<file path="config.mk">
export PLATFORM = sky130hd
export DESIGN_NAME = otter_id_operand_stage
export DESIGN_NICKNAME = d
export VERILOG_FILES = /design/src/rtl/otter_pkg.sv /design/src/rtl/otter_operand_fwd.sv /design/src/rtl/otter_id_operand_stage.sv
export SDC_FILE = /design/constraint.sdc
export NUM_CORES = 1
export LEC_CHECK = 0
export ABC_CLOCK_PERIOD_IN_PS = 2150
export BUFFER_PORTS_ARGS = -buffer_cell sky130_fd_sc_hd__buf_4
export CAP_MARGIN = 10
export CORE_AREA = 2 2 137 139
export DETAILED_ROUTE_END_ITERATION = 10
export DIE_AREA = 0 0 139 141
export GPL_TIMING_DRIVEN = 1
export PLACE_DENSITY = 0.84
export SYNTH_ARGS = -nofsm -noshare
export SYNTH_HDL_FRONTEND = slang
export SYNTH_SLANG_ARGS = --single-unit
</file>
<file path="constraint.sdc">
create_clock -name clock -period 2.15 [get_ports clock]
set_clock_uncertainty 0.05 [all_clocks]
set_input_delay 0.215 -clock clock [delete_from_list [all_inputs] [get_ports clock]]
set_output_delay 0.215 -clock clock [all_outputs]
set_load 0.03 [all_outputs]
</file>
<file path="src/rtl/otter_pkg.sv">
// Shared opcodes, constants and the ID/EX bundle for the OTTER pipeline.
// Also holds the decode helpers that tell which register fields an opcode uses.
package otter_pkg;

  localparam int unsigned OTTER_XLEN = 32;
  localparam int unsigned INSTR_W    = 32;
  localparam int unsigned REG_AW     = 5;
  localparam int unsigned OPC_W      = 7;

  localparam logic [OPC_W-1:0] OP_LUI    = 7'b0110111;
  localparam logic [OPC_W-1:0] OP_AUIPC  = 7'b0010111;
  localparam logic [OPC_W-1:0] OP_JAL    = 7'b1101111;
  localparam logic [OPC_W-1:0] OP_JALR   = 7'b1100111;
  localparam logic [OPC_W-1:0] OP_BRANCH = 7'b1100011;
  localparam logic [OPC_W-1:0] OP_LOAD   = 7'b0000011;
  localparam logic [OPC_W-1:0] OP_STORE  = 7'b0100011;
  localparam logic [OPC_W-1:0] OP_IMM    = 7'b0010011;
  localparam logic [OPC_W-1:0] OP_REG    = 7'b0110011;

  localparam logic [INSTR_W-1:0] NOP_INSTR = 32'h0000_0013;

  typedef struct packed {
    logic                  valid;
    logic [OTTER_XLEN-1:0] pc;
    logic [INSTR_W-1:0]    instr;
    logic [OTTER_XLEN-1:0] rs1_val;
    logic [OTTER_XLEN-1:0] rs2_val;
    logic [REG_AW-1:0]     rd;
  } idex_t;

  function automatic logic uses_rs1(input logic [OPC_W-1:0] opc);
    return !(opc == OP_LUI || opc == OP_AUIPC || opc == OP_JAL);
  endfunction

  function automatic logic uses_rs2(input logic [OPC_W-1:0] opc);
    return (opc == OP_REG || opc == OP_STORE || opc == OP_BRANCH);
  endfunction

  function automatic logic rd_valid(input logic [OPC_W-1:0] opc);
    return !(opc == OP_STORE || opc == OP_BRANCH);
  endfunction

endpackage

</file>
<file path="src/rtl/otter_operand_fwd.sv">
// Resolves one source operand: x0 guard, then EX bypass, then MEM bypass, then register file.
// Loads in EX are never bypassed; their data only exists once they reach MEM.
module otter_operand_fwd
  import otter_pkg::*;
#(
  parameter int unsigned XLEN = OTTER_XLEN
) (
  input  logic [REG_AW-1:0] addr_i,
  input  logic [XLEN-1:0]   rf_data_i,
  input  logic              ex_regwrite_i,
  input  logic              ex_is_load_i,
  input  logic [REG_AW-1:0] ex_rd_i,
  input  logic [XLEN-1:0]   ex_result_i,
  input  logic              mem_regwrite_i,
  input  logic [REG_AW-1:0] mem_rd_i,
  input  logic [XLEN-1:0]   mem_result_i,
  output logic [XLEN-1:0]   operand_c_o
);

  always_comb begin
    operand_c_o = rf_data_i;
    if (addr_i == '0) begin
      operand_c_o = '0;
    end else if (ex_regwrite_i && !ex_is_load_i && (ex_rd_i == addr_i)) begin
      operand_c_o = ex_result_i;
    end else if (mem_regwrite_i && (mem_rd_i == addr_i)) begin
      operand_c_o = mem_result_i;
    end
  end

endmodule

</file>
<file path="src/rtl/otter_id_operand_stage.sv">
// Decode-side operand stage: drives register-file addresses, bypasses EX/MEM results,
// inserts a load-use bubble, and holds the ID/EX pipeline register.
module otter_id_operand_stage
  import otter_pkg::*;
#(
  parameter int unsigned    XLEN     = OTTER_XLEN,
  parameter logic [XLEN-1:0] RESET_PC = 32'h0000_0000
) (
  input  logic              clock,
  input  logic              reset_n,
  input  logic              id_valid,
  input  logic [XLEN-1:0]   id_instr,
  input  logic [XLEN-1:0]   id_pc,
  output logic [REG_AW-1:0] rf_read1,
  output logic [REG_AW-1:0] rf_read2,
  input  logic [XLEN-1:0]   rf_data1,
  input  logic [XLEN-1:0]   rf_data2,
  input  logic              ex_fwd_regwrite,
  input  logic              ex_fwd_is_load,
  input  logic [REG_AW-1:0] ex_fwd_rd,
  input  logic [XLEN-1:0]   ex_fwd_result,
  input  logic              mem_fwd_regwrite,
  input  logic [REG_AW-1:0] mem_fwd_rd,
  input  logic [XLEN-1:0]   mem_fwd_result,
  input  logic              flush,
  input  logic              stall_in,
  output logic              stall_out,
  output logic              ex_valid,
  output logic [XLEN-1:0]   ex_pc,
  output logic [XLEN-1:0]   ex_instr,
  output logic [XLEN-1:0]   ex_rs1_val,
  output logic [XLEN-1:0]   ex_rs2_val,
  output logic [REG_AW-1:0] ex_rd
);

  logic [OPC_W-1:0]  opcode;
  logic [REG_AW-1:0] rs1;
  logic [REG_AW-1:0] rs2;
  logic [REG_AW-1:0] rd;
  logic              use_rs1;
  logic              use_rs2;
  logic              has_rd;
  logic              load_use;
  logic [XLEN-1:0]   rs1_fwd;
  logic [XLEN-1:0]   rs2_fwd;
  idex_t             idex_q;
  idex_t             idex_d;

  assign opcode   = id_instr[6:0];
  assign rs1      = id_instr[19:15];
  assign rs2      = id_instr[24:20];
  assign rd       = id_instr[11:7];
  assign use_rs1  = uses_rs1(opcode);
  assign use_rs2  = uses_rs2(opcode);
  assign has_rd   = rd_valid(opcode);
  assign rf_read1 = rs1;
  assign rf_read2 = rs2;

  otter_operand_fwd #(.XLEN(XLEN)) u_fwd_rs1 (
    .addr_i         (rs1),
    .rf_data_i      (rf_data1),
    .ex_regwrite_i  (ex_fwd_regwrite),
    .ex_is_load_i   (ex_fwd_is_load),
    .ex_rd_i        (ex_fwd_rd),
    .ex_result_i    (ex_fwd_result),
    .mem_regwrite_i (mem_fwd_regwrite),
    .mem_rd_i       (mem_fwd_rd),
    .mem_result_i   (mem_fwd_result),
    .operand_c_o    (rs1_fwd)
  );

  otter_operand_fwd #(.XLEN(XLEN)) u_fwd_rs2 (
    .addr_i         (rs2),
    .rf_data_i      (rf_data2),
    .ex_regwrite_i  (ex_fwd_regwrite),
    .ex_is_load_i   (ex_fwd_is_load),
    .ex_rd_i        (ex_fwd_rd),
    .ex_result_i    (ex_fwd_result),
    .mem_regwrite_i (mem_fwd_regwrite),
    .mem_rd_i       (mem_fwd_rd),
    .mem_result_i   (mem_fwd_result),
    .operand_c_o    (rs2_fwd)
  );

  // A load in EX whose rd feeds this instruction must wait one cycle to bypass from MEM.
  assign load_use = id_valid && ex_fwd_regwrite && ex_fwd_is_load && (ex_fwd_rd != '0) &&
                    ((use_rs1 && (rs1 == ex_fwd_rd)) || (use_rs2 && (rs2 == ex_fwd_rd)));
  assign stall_out = load_use || stall_in;

  // Next ID/EX contents: flush beats hold, hold beats bubble, bubble beats capture.
  always_comb begin
    idex_d = idex_q;
    if (flush || (!stall_in && load_use)) begin
      idex_d.valid = 1'b0;
      idex_d.rd    = '0;
      idex_d.instr = NOP_INSTR;
    end else if (!stall_in) begin
      idex_d.valid   = id_valid;
      idex_d.pc      = OTTER_XLEN'(id_pc);
      idex_d.instr   = INSTR_W'(id_instr);
      idex_d.rs1_val = OTTER_XLEN'(rs1_fwd);
      idex_d.rs2_val = OTTER_XLEN'(rs2_fwd);
      idex_d.rd      = (id_valid && has_rd) ? rd : '0;
    end
  end

  always_ff @(posedge clock or negedge reset_n) begin
    if (!reset_n) begin
      idex_q.valid   <= 1'b0;
      idex_q.pc      <= OTTER_XLEN'(RESET_PC);
      idex_q.instr   <= NOP_INSTR;
      idex_q.rs1_val <= '0;
      idex_q.rs2_val <= '0;
      idex_q.rd      <= '0;
    end else begin
      idex_q <= idex_d;
    end
  end

  assign ex_valid   = idex_q.valid;
  assign ex_pc      = XLEN'(idex_q.pc);
  assign ex_instr   = XLEN'(idex_q.instr);
  assign ex_rs1_val = XLEN'(idex_q.rs1_val);
  assign ex_rs2_val = XLEN'(idex_q.rs2_val);
  assign ex_rd      = idex_q.rd;

endmodule

</file>
Word level (Yosys, flattened, before mapping)
Index checks and enable logic that the tools add are counted.

cells by class
  bitwise gates (word level) = 2
  multiplexer cells = 11
  eq/ne operators = 13
  reduce and logical (&&, ||, !) cells = 29

operators with widths
  cell                number
  $mux 32             7
  $mux 134            1
  $eq 5x5->1          6
  $eq 7x6->1 const B  3
  $eq 7x7->1 const B  2
  $logic_and 1x1->1   13
  $logic_not 5->1     2
  $mux 5              2
  $logic_or 1x1->1    8
  $eq 7x5->1 const B  1
  $reduce_bool 5->1   1
  $logic_not 1->1     4
  $ne 2x1->1 const B  1
  $not 1->1           2
  $reduce_and 2->1    1
  $mux 1              1

word-level totals
  bits in registers = 134
  output and inout port bits = 145
  word-level logic and storage cells = 61
  bits of input ports = 210

Longest topological paths before layout
Gate-level depths: netlist of run 1.

  depth in word-level cells = 11
  gate-level depth with buffers = 7
  gate-level depth less buffers = 5

Hierarchy
A second synthesis of run 1 with hierarchy kept.

second synthesis, totals
  cells, all modules = 763
  area total of the unflattened synthesis = 7,743.7 sq um

by module, submodules not included
  module                  seq. area each (sq um)  times used  cells an instance  area an instance (sq um)
  otter_id_operand_stage  3,357.0                 1           411                5,584.1
  otter_operand_fwd       0.0                     2           176                1,079.8

Least setup slack after synthesis of run 1
OpenSTA, ideal clock, no wires.

  path type = input to register
  start = in ex_fwd_rd[1]
  end = reg idex_q, in the netlist ex_rs2_val[30]
  buffers on the path = 2
  arrival = 2,080 ps
  setup slack = -84 ps
  required time = 1,996 ps
  library setup time = 104 ps
  stages on the path = 7
  path through = or4_1 o2111ai_1 nor4_1 or3_1 buf_6 buf_4 o41ai_2

between the ends
  longest elaborated chain between the ends = 8
  elaborated cells on any way between the ends = 16
  classes of those cells = 3 x eq/ne; 2 x mux; 1 x bitwise; 10 x reduce/logical

ends and longest elaborated chain
  item                           RTL line                                               RTL
  start: declaration             otter_id_operand_stage.sv:20                           input logic [REG_AW-1:0] ex_fwd_rd,
  $eq 5x5->1 (on tied branches)  otter_id_operand_stage.sv:87, otter_operand_fwd.sv:24
  $logic_and 1x1->1              otter_id_operand_stage.sv:87                           ((use_rs1 && (rs1 == ex_fwd_rd)) || (use_rs2 && (rs2 == ex_fwd_rd)));
  $logic_or 1x1->1               otter_id_operand_stage.sv:87
  $logic_and 1x1->1              otter_id_operand_stage.sv:86                           assign load_use = id_valid && ex_fwd_regwrite && ex_fwd_is_load && (ex_fwd_rd != '0) &&
  $logic_and 1x1->1              otter_id_operand_stage.sv:93                           if (flush || (!stall_in && load_use)) begin
  $logic_or 1x1->1               otter_id_operand_stage.sv:93
  $not 1->1 (no line)            n/a
  $reduce_and 2->1 (no line)     n/a
  end signal: assignment         otter_id_operand_stage.sv:116                          idex_q <= idex_d;
  end: declaration               otter_id_operand_stage.sv:46                           idex_t idex_q;

Parallel ways exist; a longest one is shown, timed or not.
A chain may end at the register's enable or synchronous reset.

Worst setup path after layout of run 1
  start = in ex_fwd_rd[4]
  end = reg idex_q, in the netlist ex_rs1_val[29]

between the ends
  longest elaborated chain between the ends = 8
  elaborated cells on any way between the ends = 16
  classes of those cells = 3 x eq/ne; 2 x mux; 1 x bitwise; 10 x reduce/logical

ends and longest elaborated chain
  item                           RTL line
  $eq 5x5->1 (on tied branches)  otter_operand_fwd.sv:24, otter_id_operand_stage.sv:87
  $logic_and 1x1->1              otter_id_operand_stage.sv:87
  $logic_or 1x1->1               otter_id_operand_stage.sv:87
  $logic_and 1x1->1              otter_id_operand_stage.sv:86
  $logic_and 1x1->1              otter_id_operand_stage.sv:93
  $logic_or 1x1->1               otter_id_operand_stage.sv:93
  $not 1->1 (no line)            n/a
  $reduce_and 2->1 (no line)     n/a

Parallel ways exist; a longest one is shown, timed or not.

==> summary.txt, run 1 <==
Critical path
  – CP Launch Type: input pin
  – Critical Path AT: 2430 ps
  – Setup CP Type: in -> reg
  – CP Launch Point: ex_fwd_rd[4]
  – Critical R2R Launch: ex_rs1_val[12]$_DFFE_PN0P_
  – Critical Path Fanout Max: 29
  – Worst Path Required: 2400 ps
  – CP Capture Type: flop

Synthesis
  – Distinct cells, synth: 37
  – Post-synthesis sequential area ratio: 45.2%
  – Mapped Cells: 696
  – Syn_nets: 906
  – Mapped Avg Cell Area: 10.7 um2
  – Synth warn: 0
  – #FFs+latches synth: approximately 130
  – Cell area after synthesis: 7420 um2

Place
  – Dpl ws: -334 ps
  – DP Cell Count: 1,246
  – Routability Congestion: between 0.8 and 0.9
  – HPWL Detailed: roughly 21,000 um
  – IO Port Bufs: 354

Floorplanning
  – Die span in y: 141 um
  – Cell Rows: 50
  – Initial Util: 40.6%
  – Core Footprint: between 15,000 and 20,000 um2
  – Die area: 19,600 um2
  – Die X: around 140 um
  – Ports: 355

Global route
  – Initial antenna violation count: 0
  – First-pass GRT wire length: slightly below 50,000 um
  – Grt ovf: 0
  – Number of global-route vias before repair: roughly 8,500
  – Largest net degree at the start of global routing: 65
  – GRT Total Usage: between 30% and 40%

STA
  – Rel. slew slack: 26.8%
  – Final setup viols: 5
  – Count of pins over their slew limit: 0
  – Hold Vio Cnt, Final: 0
  – Worst-Margin Slew: 1090 ps
  – Max Freq: 458 MHz
  – Final setup margin: -35.0 ps
  – Final critical-path required period: ~2200 ps
  – RSZ-0062 raised after global routing: true
  – Setup TNS: -92.2 ps
  – Fin crit share: 102%

Flow run
  – Max capacitance violation total: 0

Clock network
  – Skew-Pair Late Insertion Delay: 410 ps
  – CTS tree: yes
  – Max Root-Sink Buffers: 2
  – Root Buffer: clkbuf_16
  – Clock Sinks: 134
  – Worst-path clk slew: 60 ps
  – Number of buffers created by CTS: 17
  – H-tree depth: 4

Route
  – Vias: 8,377
  – Drc violations: 0
  – DRT iter0 DRCs: 668
  – Number of antenna-violating nets in the routed design: 0
  – Via-per-instance ratio: 6.27
  – Final WL: around 34,000 um
  – First drt pass iteration count: 5
  – Wire per inst: 25.2 um

Layout
  – Nets: 1,299
  – Proportion of layout cells with a drive suffix above 1: 50.8%
  – Fin cells: 1,336
  – P&R area growth vs syn: 66.4%
  – Fillers: 1,343
  – Diode count: 0

Power
  – Leak: ~5.6 nW
  – Total power: 9.07 mW
  – Power density over cell area: around 730 nW/um2
  – Max IR drop VDD: 560 uV

Run status
  – Outcome: complete, but fails checks
  – Failing checks: negative setup slack

Worst hold path
  – Hold path startpoint: id_instr[11]
  – Tightest Hold Check Type: in -> reg
worst max-delay path: stages:
cell and delay [ps]:
buf_6 90, or4_4 550, o2111ai_4 270, nor4_4 100
buf_4 150, or3_4 440, buf_12 200, o41ai_2 390
worst paths after layout:
| path | slack, ps | cells past startpoint | endpoint |
|---|---|---|---|
| worst max-delay path | -30 | 8 | ex_rs1_val[29]$_DFFE_PN0P_ |
| worst max register to register | 1290 | 2 | ex_rs1_val[12]$_DFFE_PN0P_ |
| worst min-delay path | 30 | 2 | ex_instr[11]$_DFFE_PN0P_ |
| max in group asynchronous | 1150 | 3 | ex_rs1_val[21]$_DFFE_PN0P_ |
| min in group asynchronous | 250 | 2 | ex_rs2_val[2]$_DFFE_PN0P_ |
| worst min register to register | 450 | 1 | ex_instr[27]$_DFFE_PN0P_ |
placed cells by master (no fill, tap or decap), drive strengths merged, types with 4 or more instances in the layout:
master	Yosys	routed
o21a	32	32
nand2	11	11
o31a	32	32
dfrtp	131	131
a311oi	32	32
nor2	71	71
nor2b	5	5
o41ai	64	64
clkinv	0	4
xnor2	17	17
buf	22	417
inv	2	5
a22o	28	28
dlygate4sd3	0	47
nand3	11	11
a211oi	32	32
o31ai	69	69
clkbuf	73	21
mux2	32	32
bufinv	0	5
registers in the layout, indices dropped and copies added, names as in the netlist:
signal      cells
ex_instr       32
ex_pc          32
ex_rd           5
ex_rs1_val     32
ex_rs2_val     32
ex_valid        1
metal layers:
| layer | GRT usage [%] | wire, um | part of all wire [%] | vias up |
|---|---|---|---|---|
| li1 | - | - | - | 3539 |
| met1 | 41.8 | 12900 | 38 | 4128 |
| met2 | 53.0 | 16400 | 49 | 596 |
| met3 | 7.24 | 2880 | 8.6 | 114 |
| met4 | 14.5 | 1450 | 4.3 | 0 |
| met5 | 0 | 0 | 0 | - |
cell type report:
cell class	count	area (um2)	share of cell area [%]
Multi-Input combinational cell	465	4040	32.7
Timing Repair Buffer	469	4000	32.4
Sequential cell	134	3360	27.2
Clock buffer	18	429	3.47
Tap cell	234	293	2.37
Clock inverter	14	223	1.80
Inverter	2	7.51	0.0608
where the power goes:
group          switching (mW)  total [mW]  internal [mW]
sequential              0.216        3.04           2.82
combinational            1.52        2.75           1.22
clock                    1.21        3.29           2.07
total                    2.95        9.07           6.12
cells by family after synthesis:
family	after synthesis	share of synthesized area, %
buffers and inverters	97	5.98
xor gates and xnor gates	17	2.01
and+or+nand+nor	118	7.10
muxes	32	4.85
DFF	134	45.2
AOI/OAI and AO/OA	298	34.8
stage by stage:
step,area (um2),util [%],hold WS [ps]
3_5_place_dp,10700,58.7,142
5_1_grt,12400,67.6,21.4
4_1_cts,12000,65.6,11.2
6_report,12400,67.6,25.2
3_3_place_gp,10700,58.7,139
2_1_floorplan,7480,-,-131
repair_timing:
action	4_1_cts	5_1_grt
hold buffers	47	0
gates cloned	2	3
setup endpoints to repair	1	80
pin swaps	5	4
hold endpoints to repair	88	0
gates resized for setup	9	35
buffers inserted	6	1
synth_stat cells, drive strengths merged:
| cell | instances | area (um2) |
|---|---|---|
| o2111ai | 2 | 17.5 |
| mux2 | 32 | 360 |
| nor4 | 2 | 12.5 |
| buf | 22 | 163 |
| or3b | 1 | 8.76 |
| nand2 | 11 | 41.3 |
| o31a | 32 | 280 |
| or4 | 3 | 22.5 |
| or3 | 3 | 18.8 |
| nand2b | 2 | 12.5 |
| a22o | 28 | 245 |
| o21a | 32 | 240 |
| nor2b | 5 | 31.3 |
| o31ai | 69 | 518 |
| nor3 | 2 | 10.0 |
| a21oi | 1 | 5.00 |
| nor2 | 71 | 267 |
| a311oi | 32 | 280 |
| nor3b | 1 | 7.51 |
| nand4 | 2 | 12.5 |
| dfstp | 3 | 78.8 |
| xnor2 | 17 | 149 |
| clkbuf | 73 | 274 |
| a211oi | 32 | 240 |
| or2 | 3 | 18.8 |
| dfrtp | 131 | 3280 |
| o22a | 3 | 26.3 |
| inv | 2 | 7.51 |
| nand4b | 1 | 8.76 |
| nand3 | 11 | 55.1 |
| o41ai | 64 | 718 |
| o21ai | 3 | 15.0 |
No activity file was read; power rests on OpenSTA's default activity.
==> run 2, diff against run 1 <==
Settings changed: ABC_CLOCK_PERIOD_IN_PS 2150 to 1990, CORE_AREA 2 2 137 139 to 2 2 139 141, DIE_AREA 0 0 139 141 to 0 0 141 143, PLACE_DENSITY 0.84 to 0.85.
Clock period 2.15 ns to 1.99 ns, I/O delays scaled along.
==> summary.txt, run 2 (same netlist as run 1, synthesis figures left out) <==
STA
  – Setup TNS: -15,040 ps (-14,950 ps)
  – Worst-Margin Slew: 1000 ps (-93.2 ps)
  – RSZ-0062 raised after global routing: true
  – Final critical-path required period: ~2300 ps
  – Rel. slew slack: 33.3% (+6.5 points)
  – Final setup margin: -308 ps (-273 ps)
  – Count of pins over their slew limit: 0 (unchanged)
  – Hold Vio Cnt, Final: 0 (unchanged)
  – Max Freq: 435 MHz
  – Final setup viols: 130 (+125)
  – Fin crit share: 115%

Floorplanning
  – Ports: 355 (unchanged)
  – Cell Rows: 50 (unchanged)
  – Die area: 20,200 um2 (+2.9%)
  – Initial Util: 40.0% (-0.68 points)
  – Die X: 141 um (+1.4%)
  – Core Footprint: 18,600 um2 (+1.7%)
  – Die span in y: 143 um (+1.4%)

Power
  – Psw: 3.70 mW (+25%)
  – Clk pwr share: 34.4% (-1.8 points)
  – Max IR drop VDD: 591 uV (+5.6%)
  – Combinational share of power: 34.2% (+3.9 points)
  – Internal Power: 6.93 mW (+13%)
  – Leak: 6.41 nW (+14%)
  – Power density over cell area: 740 nW/um2 (+0.72%)
  – Sequential Power Share: 31.5% (-2.0 points)
  – Switching share of power: 34.8% (+2.3 points)
  – Total power: 10.6 mW (+17%)

Critical path
  – R2R Path End: ex_instr[10]$_DFFE_PN0P_
  – Critical Path AT: 2570 ps (+140 ps)
  – Critical Path, Cell by Cell: buf_6 > or4_4 > o2111ai_4 > nor4_4 > buf_6 > buf_6 > nor3_4 > buf_12 > buf_12 > buf_6 > clkbuf_16 > clkbuf_16 > a22o_1
  – Critical R2R Launch: ex_instr[10]$_DFFE_PN0P_
  – Worst Path Required: 2270 ps (-130 ps)
  – CP Buf/Inv Count: 8 (+5)
  – CP top delay family: buffers and inverters
  – Cells on worst reg2reg path: 1 (-1)
  – Cell mode on critical path: buf_6
  – CP Launch Type: input pin
  – Crit path largest cell delay: 550 ps (about the same)
  – Critical Path Fanout Max: 5 (-83%)
  – R2R Setup Slk: 1010 ps (-280 ps)
  – Setup CP Type: in -> reg
  – CP max-delay cell: or4_4
  – CP Capture Type: flop

Run status
  – Outcome: complete, but fails checks
  – Failing checks: negative setup slack

Place
  – HPWL Detailed: 22,600 um (+5.7%)
  – Routability Congestion: 0.855 (-3.0%)
  – IO Port Bufs: 354 (unchanged)

Global route
  – Initial antenna violation count: 2 (+2)
  – Grt ovf: 0 (unchanged)
  – Number of global-route vias before repair: 9,164 (+8.3%)
  – Largest net degree at the start of global routing: 54 (-17%)
  – GRT Total Usage: 37.0% (+4.5 points)
  – First-pass GRT wire length: 56,300 um (+14%)

Route
  – Wire per inst: 30.4 um (+21%)
  – First drt pass iteration count: 6 (+1)
  – DRT iter0 DRCs: 1,043 (+56%)
  – Final WL: 42,600 um (+27%)
  – Via-per-instance ratio: 6.73 (+7.3%)
  – Number of antenna-violating nets in the routed design: 0 (unchanged)
  – Vias: 9,446 (+13%)
  – Drc violations: 0 (unchanged)

Worst hold path
  – Hold path startpoint: ex_fwd_result[13]
  – WHS Endpoint: ex_rs2_val[13]$_DFFE_PN0P_
  – Worst Hold Depth: 3 (+1)
  – Tightest Hold Check Type: in -> reg

Clock network
  – Number of buffers created by CTS: 17 (unchanged)
  – Max Root-Sink Buffers: 2 (unchanged)
  – CTS tree: yes
  – Worst-path clk slew: 80 ps (+20 ps)
  – H-tree depth: 4 (unchanged)
  – Root Buffer: clkbuf_16
  – Skew-Pair Late Insertion Delay: 420 ps (about the same)
  – Clock Sinks: 134 (unchanged)

Layout
  – Most common cell after layout, fill and taps aside: buf_4
  – Commonest cells after routing, fill and taps aside: 408 x buf_4, 131 x dfrtp_1, 65 x nor2_1
  – P&R area growth vs syn: 93.5%
  – Nets: 1,365 (+5.1%)
  – Proportion of layout cells with a drive suffix above 1: 59.2% (+8.4 points)

Flow run
  – Max capacitance violation total: 0 (unchanged)
==> run 2: cell count changes in the layout (fill, tap and decap cells not counted), sizes merged <==
cell and delta:
clkinvlp -1, dlygate4sd3 +4, bufbuf -1, clkbuf +2, bufinv -1, or3 +1
inv +3, clkinv -1, buf +60, diode +2
==> run 2: through the flow <==
step	cell area, um2	instances	worst slack [ps]	hold WS (ps)	util (%)
2_1_floorplan	7690	696	-185	-147	-
3_3_place_gp	11200	1269	-472	106	60.1
3_5_place_dp	11200	1269	-540	113	60.1
4_1_cts	13100	1375	-226	3.04	70.8
5_1_grt	14400	1403	-312	69.9	77.3
6_report	14400	1404	-308	76.7	77.3
==> run 2: final cells by class <==
cell class	instances	area [um2]
multi-input cells	466	5120
diodes	2	5.00
inverters	2	7.51
flip-flops and latches	134	3360
clock buffers	18	439
well taps	234	293
clock inverters	14	214
repair buffers	534	4940
fillers	1053	4210
==> run 2: how the worst max path moves through the flow <==
| stage | from | to | slack (ps) | cells past startpoint |
|---|---|---|---|---|
| final | ex_fwd_rd[1] | ex_instr[10]$_DFFE_PN0P_ | -310 | 13 |
| after floorplan | ex_fwd_rd[1] | ex_rs2_val[30]$_DFFE_PN0P_ | -180 | 7 |
| after global routing | ex_fwd_rd[1] | ex_instr[10]$_DFFE_PN0P_ | -310 | 13 |
| after global placement | ex_fwd_rd[1] | stall_out | -470 | 7 |
| after CTS | ex_fwd_rd[4] | ex_rs2_val[24]$_DFFE_PN0P_ | -230 | 8 |
| after detailed placement | ex_fwd_rd[1] | ex_rs2_val[1]$_DFFE_PN0P_ | -540 | 7 |
==> run 2: what timing repair did <==
item | CTS | global route
resized for setup | 83 | 132
setup endpoints to repair | 116 | 130
setup buffers | 12 | 22
hold buffers | 51 | 0
pin swaps | 20 | 100
hold endpoints to repair | 90 | 0
gates cloned | 12 | 7
==> run 2: worst min-delay path, delay by kind of cell <==
kind            cells  cell delay [ps]
buf+inv             1              120
simple gates        1              120
compound gates      1               70
==> run 2: per-layer routing <==
metal / share of wire, % / GRT usage (%) / vias to the layer above
li1: - / - / 3684
met1: 35 / 45.5 / 4604
met2: 47 / 60.8 / 919
met3: 11 / 9.02 / 239
met4: 6.5 / 19.1 / 0
met5: 0 / 0 / -
==> run 2: power by group through the flow <==
stage	logic, mW	clock network (mW)	registers, mW
floorplan	0.844	0	3.91
global placement	2.79	0	3.30
detailed placement	2.86	0	3.30
CTS	3.18	3.57	3.27
global route	3.74	3.76	3.36
finish	3.63	3.65	3.34
==> run 3, diff against run 2 <==
Settings changed: SETUP_SLACK_MARGIN set to 0.02.
==> summary.txt, run 3 (same netlist as run 1, synthesis figures left out) <==
Layout
  – Diode count: 0 (-2)
  – P&R area growth vs syn: 92.9%
  – Most common cell after layout, fill and taps aside: buf_4
  – Proportion of layout cells with a drive suffix above 1: 58.7% (-0.52 points)
  – Nets: 1,372 (+0.51%)
  – Commonest cells after routing, fill and taps aside: 405 x buf_4, 131 x dfrtp_1, 65 x nor2_1
  – Final instance area: 14,300 um2 (-0.33%)

Critical path
  – Cells on worst reg2reg path: 1 (unchanged)
  – CP Capture Type: output pin
  – Crit path largest cell delay: 570 ps (+20 ps)
  – CP Launch Type: input pin
  – Critical Path AT: 1970 ps (-600 ps)
  – CP max-delay cell: or4_4
  – Critical Path Fanout Max: 2 (-3)
  – R2R Setup Slk: 1060 ps (+50 ps)
  – Worst Path Required: 1740 ps (-530 ps)
  – Cell mode on critical path: buf_6
  – Critical Path, Cell by Cell: buf_6 > or4_4 > o2111ai_4 > nor4_4 > buf_6 > buf_12 > or3_4 > buf_6
  – Setup CP Type: in -> out

Floorplanning
  – Ports: 355 (unchanged)
  – Initial Util: 40.0% (unchanged)
  – Die area: 20,200 um2 (unchanged)
  – Cell Rows: 50 (unchanged)
  – Core Footprint: 18,600 um2 (unchanged)
  – Die X: 141 um (unchanged)
  – Die span in y: 143 um (unchanged)

Global route
  – GRT Total Usage: 37.1% (+0.095 points)
  – Grt ovf: 0 (unchanged)
  – Initial antenna violation count: 0 (-2)
  – Number of global-route vias before repair: 9,285 (+1.3%)
  – First-pass GRT wire length: 56,600 um (+0.44%)
  – Largest net degree at the start of global routing: 54 (unchanged)

Run status
  – Failing checks: negative setup slack
  – Outcome: complete, but fails checks

Place
  – Area after DPL: 11,200 um2 (unchanged)
  – IO Port Bufs: 354 (unchanged)
  – HPWL Detailed: 22,600 um (unchanged)
  – Routability Congestion: 0.855 (unchanged)
  – Dpl ws: -540 ps (unchanged)

STA
  – WHS: 62.5 ps (-14.1 ps)
  – Count of pins over their slew limit: 0 (unchanged)
  – Max Freq: 451 MHz (+3.6%)
  – Final critical-path required period: 2220 ps (-80.3 ps)
  – RSZ-0062 raised after global routing: true
  – Worst-Margin Slew: 968 ps (-33.0 ps)
  – Fin crit share: 111% (-4.0 points)
  – Final setup margin: -228 ps (+80.3 ps)
  – Rel. slew slack: 35.2% (+2.0 points)
  – Final setup viols: 126 (-3.1%)
  – Hold Vio Cnt, Final: 0 (unchanged)

Clock network
  – Root Buffer: clkbuf_16
  – Skew-Pair Late Insertion Delay: 420 ps (about the same)
  – Number of buffers created by CTS: 17 (unchanged)
  – H-tree depth: 4 (unchanged)
  – Max Root-Sink Buffers: 2 (unchanged)
  – Worst-path clk slew: 80 ps (about the same)
  – Clock Sinks: 134 (unchanged)
  – CTS tree: yes

Route
  – Drc violations: 0 (unchanged)
  – Number of antenna-violating nets in the routed design: 0 (unchanged)
  – Vias: 9,377 (-0.73%)
  – First drt pass iteration count: 6 (unchanged)
  – Wire per inst: 29.8 um (-1.9%)
  – Via-per-instance ratio: 6.66 (-1.1%)
  – DRT iter0 DRCs: 1,076 (+3.2%)
  – Final WL: 42,000 um (-1.6%)

Worst hold path
  – Worst Hold Depth: 2 (-1)
  – Tightest Hold Check Type: in -> reg

Power
  – Total power: 10.6 mW (-0.73%)
  – Max IR drop VDD: 571 uV (-3.3%)
  – Leak: 6.43 nW (+0.25%)
  – Power density over cell area: 737 nW/um2 (-0.40%)

Flow run
  – Max capacitance violation total: 0 (unchanged)
## run 3: changes by cell type in the layout (fill, tap and decap cells not counted), moves of 2 or more
| cell | change |
|---|---|
| buf_8 | +5 |
| buf_4 | -3 |
| buf_16 | -2 |
| xnor2_2 | -3 |
| o31ai_4 | -7 |
| diode_2 | -2 |
| buf_6 | +7 |
| o31ai_1 | +7 |
| xnor2_1 | +2 |
## run 3: final cells by class
type	instances	area, um2
inverter	2	7.51
clock inverter	14	214
tap	234	293
timing repair buffer	541	5000
multi-input combinational	466	5000
sequential	134	3360
fill	1095	4260
clock buffer	18	439
## run 3: worst max-delay path, delay by kind of cell
family / cells / cell delay [ps]
buf+inv: 4 / 490
simple gates: 3 / 970
compound gates: 1 / 300
## run 3: where the power goes
part / internal (mW) / leakage (nW) / switching (mW)
sequential: 3.05 / 1.67 / 0.277
combinational: 1.68 / 4.44 / 1.91
clock: 2.18 / 0.317 / 1.46
total: 6.91 / 6.43 / 3.64
## run 3: final timing paths
kind	from	end
max	ex_fwd_rd[4]	stall_out
min	id_instr[3]	ex_instr[3]$_DFFE_PN0P_
max reg2reg	ex_instr[28]$_DFFE_PN0P_	ex_instr[28]$_DFFE_PN0P_
min reg2reg	ex_rs1_val[21]$_DFFE_PN0P_	ex_rs1_val[21]$_DFFE_PN0P_
max in group asynchronous	reset_n	ex_rs1_val[22]$_DFFE_PN0P_
min in group asynchronous	reset_n	ex_rs1_val[9]$_DFFE_PN0P_
## run 3: per-layer routing
| metal | global-route usage, % | part of all wire [%] | vias up |
|---|---|---|---|
| met4 | 19.0 | 6.3 | 0 |
| met1 | 45.5 | 36 | 4588 |
| met3 | 9.32 | 11 | 225 |
| li1 | - | - | 3708 |
| met2 | 60.9 | 48 | 856 |
| met5 | 0 | 0 | - |
## run 3: what timing repair did
item,4_1_cts,5_1_grt
resized for setup,96,118
setup endpoints to repair,117,128
buffers inserted,18,27
hold buffers,51,0
endpoints found under the hold margin,90,0
pin swaps,38,72
gates cloned,12,8
## run 3: per-stage QoR
stage / instances / utilization (%) / TNS (ps)
global placement: 1269 / 60.1 / -57500
CTS: 1381 / 71.4 / -8550
floorplan: 696 / - / -13300
detailed placement: 1269 / 60.1 / -61290
global route: 1409 / 77.1 / -15910
finish: 1409 / 77.1 / -13340
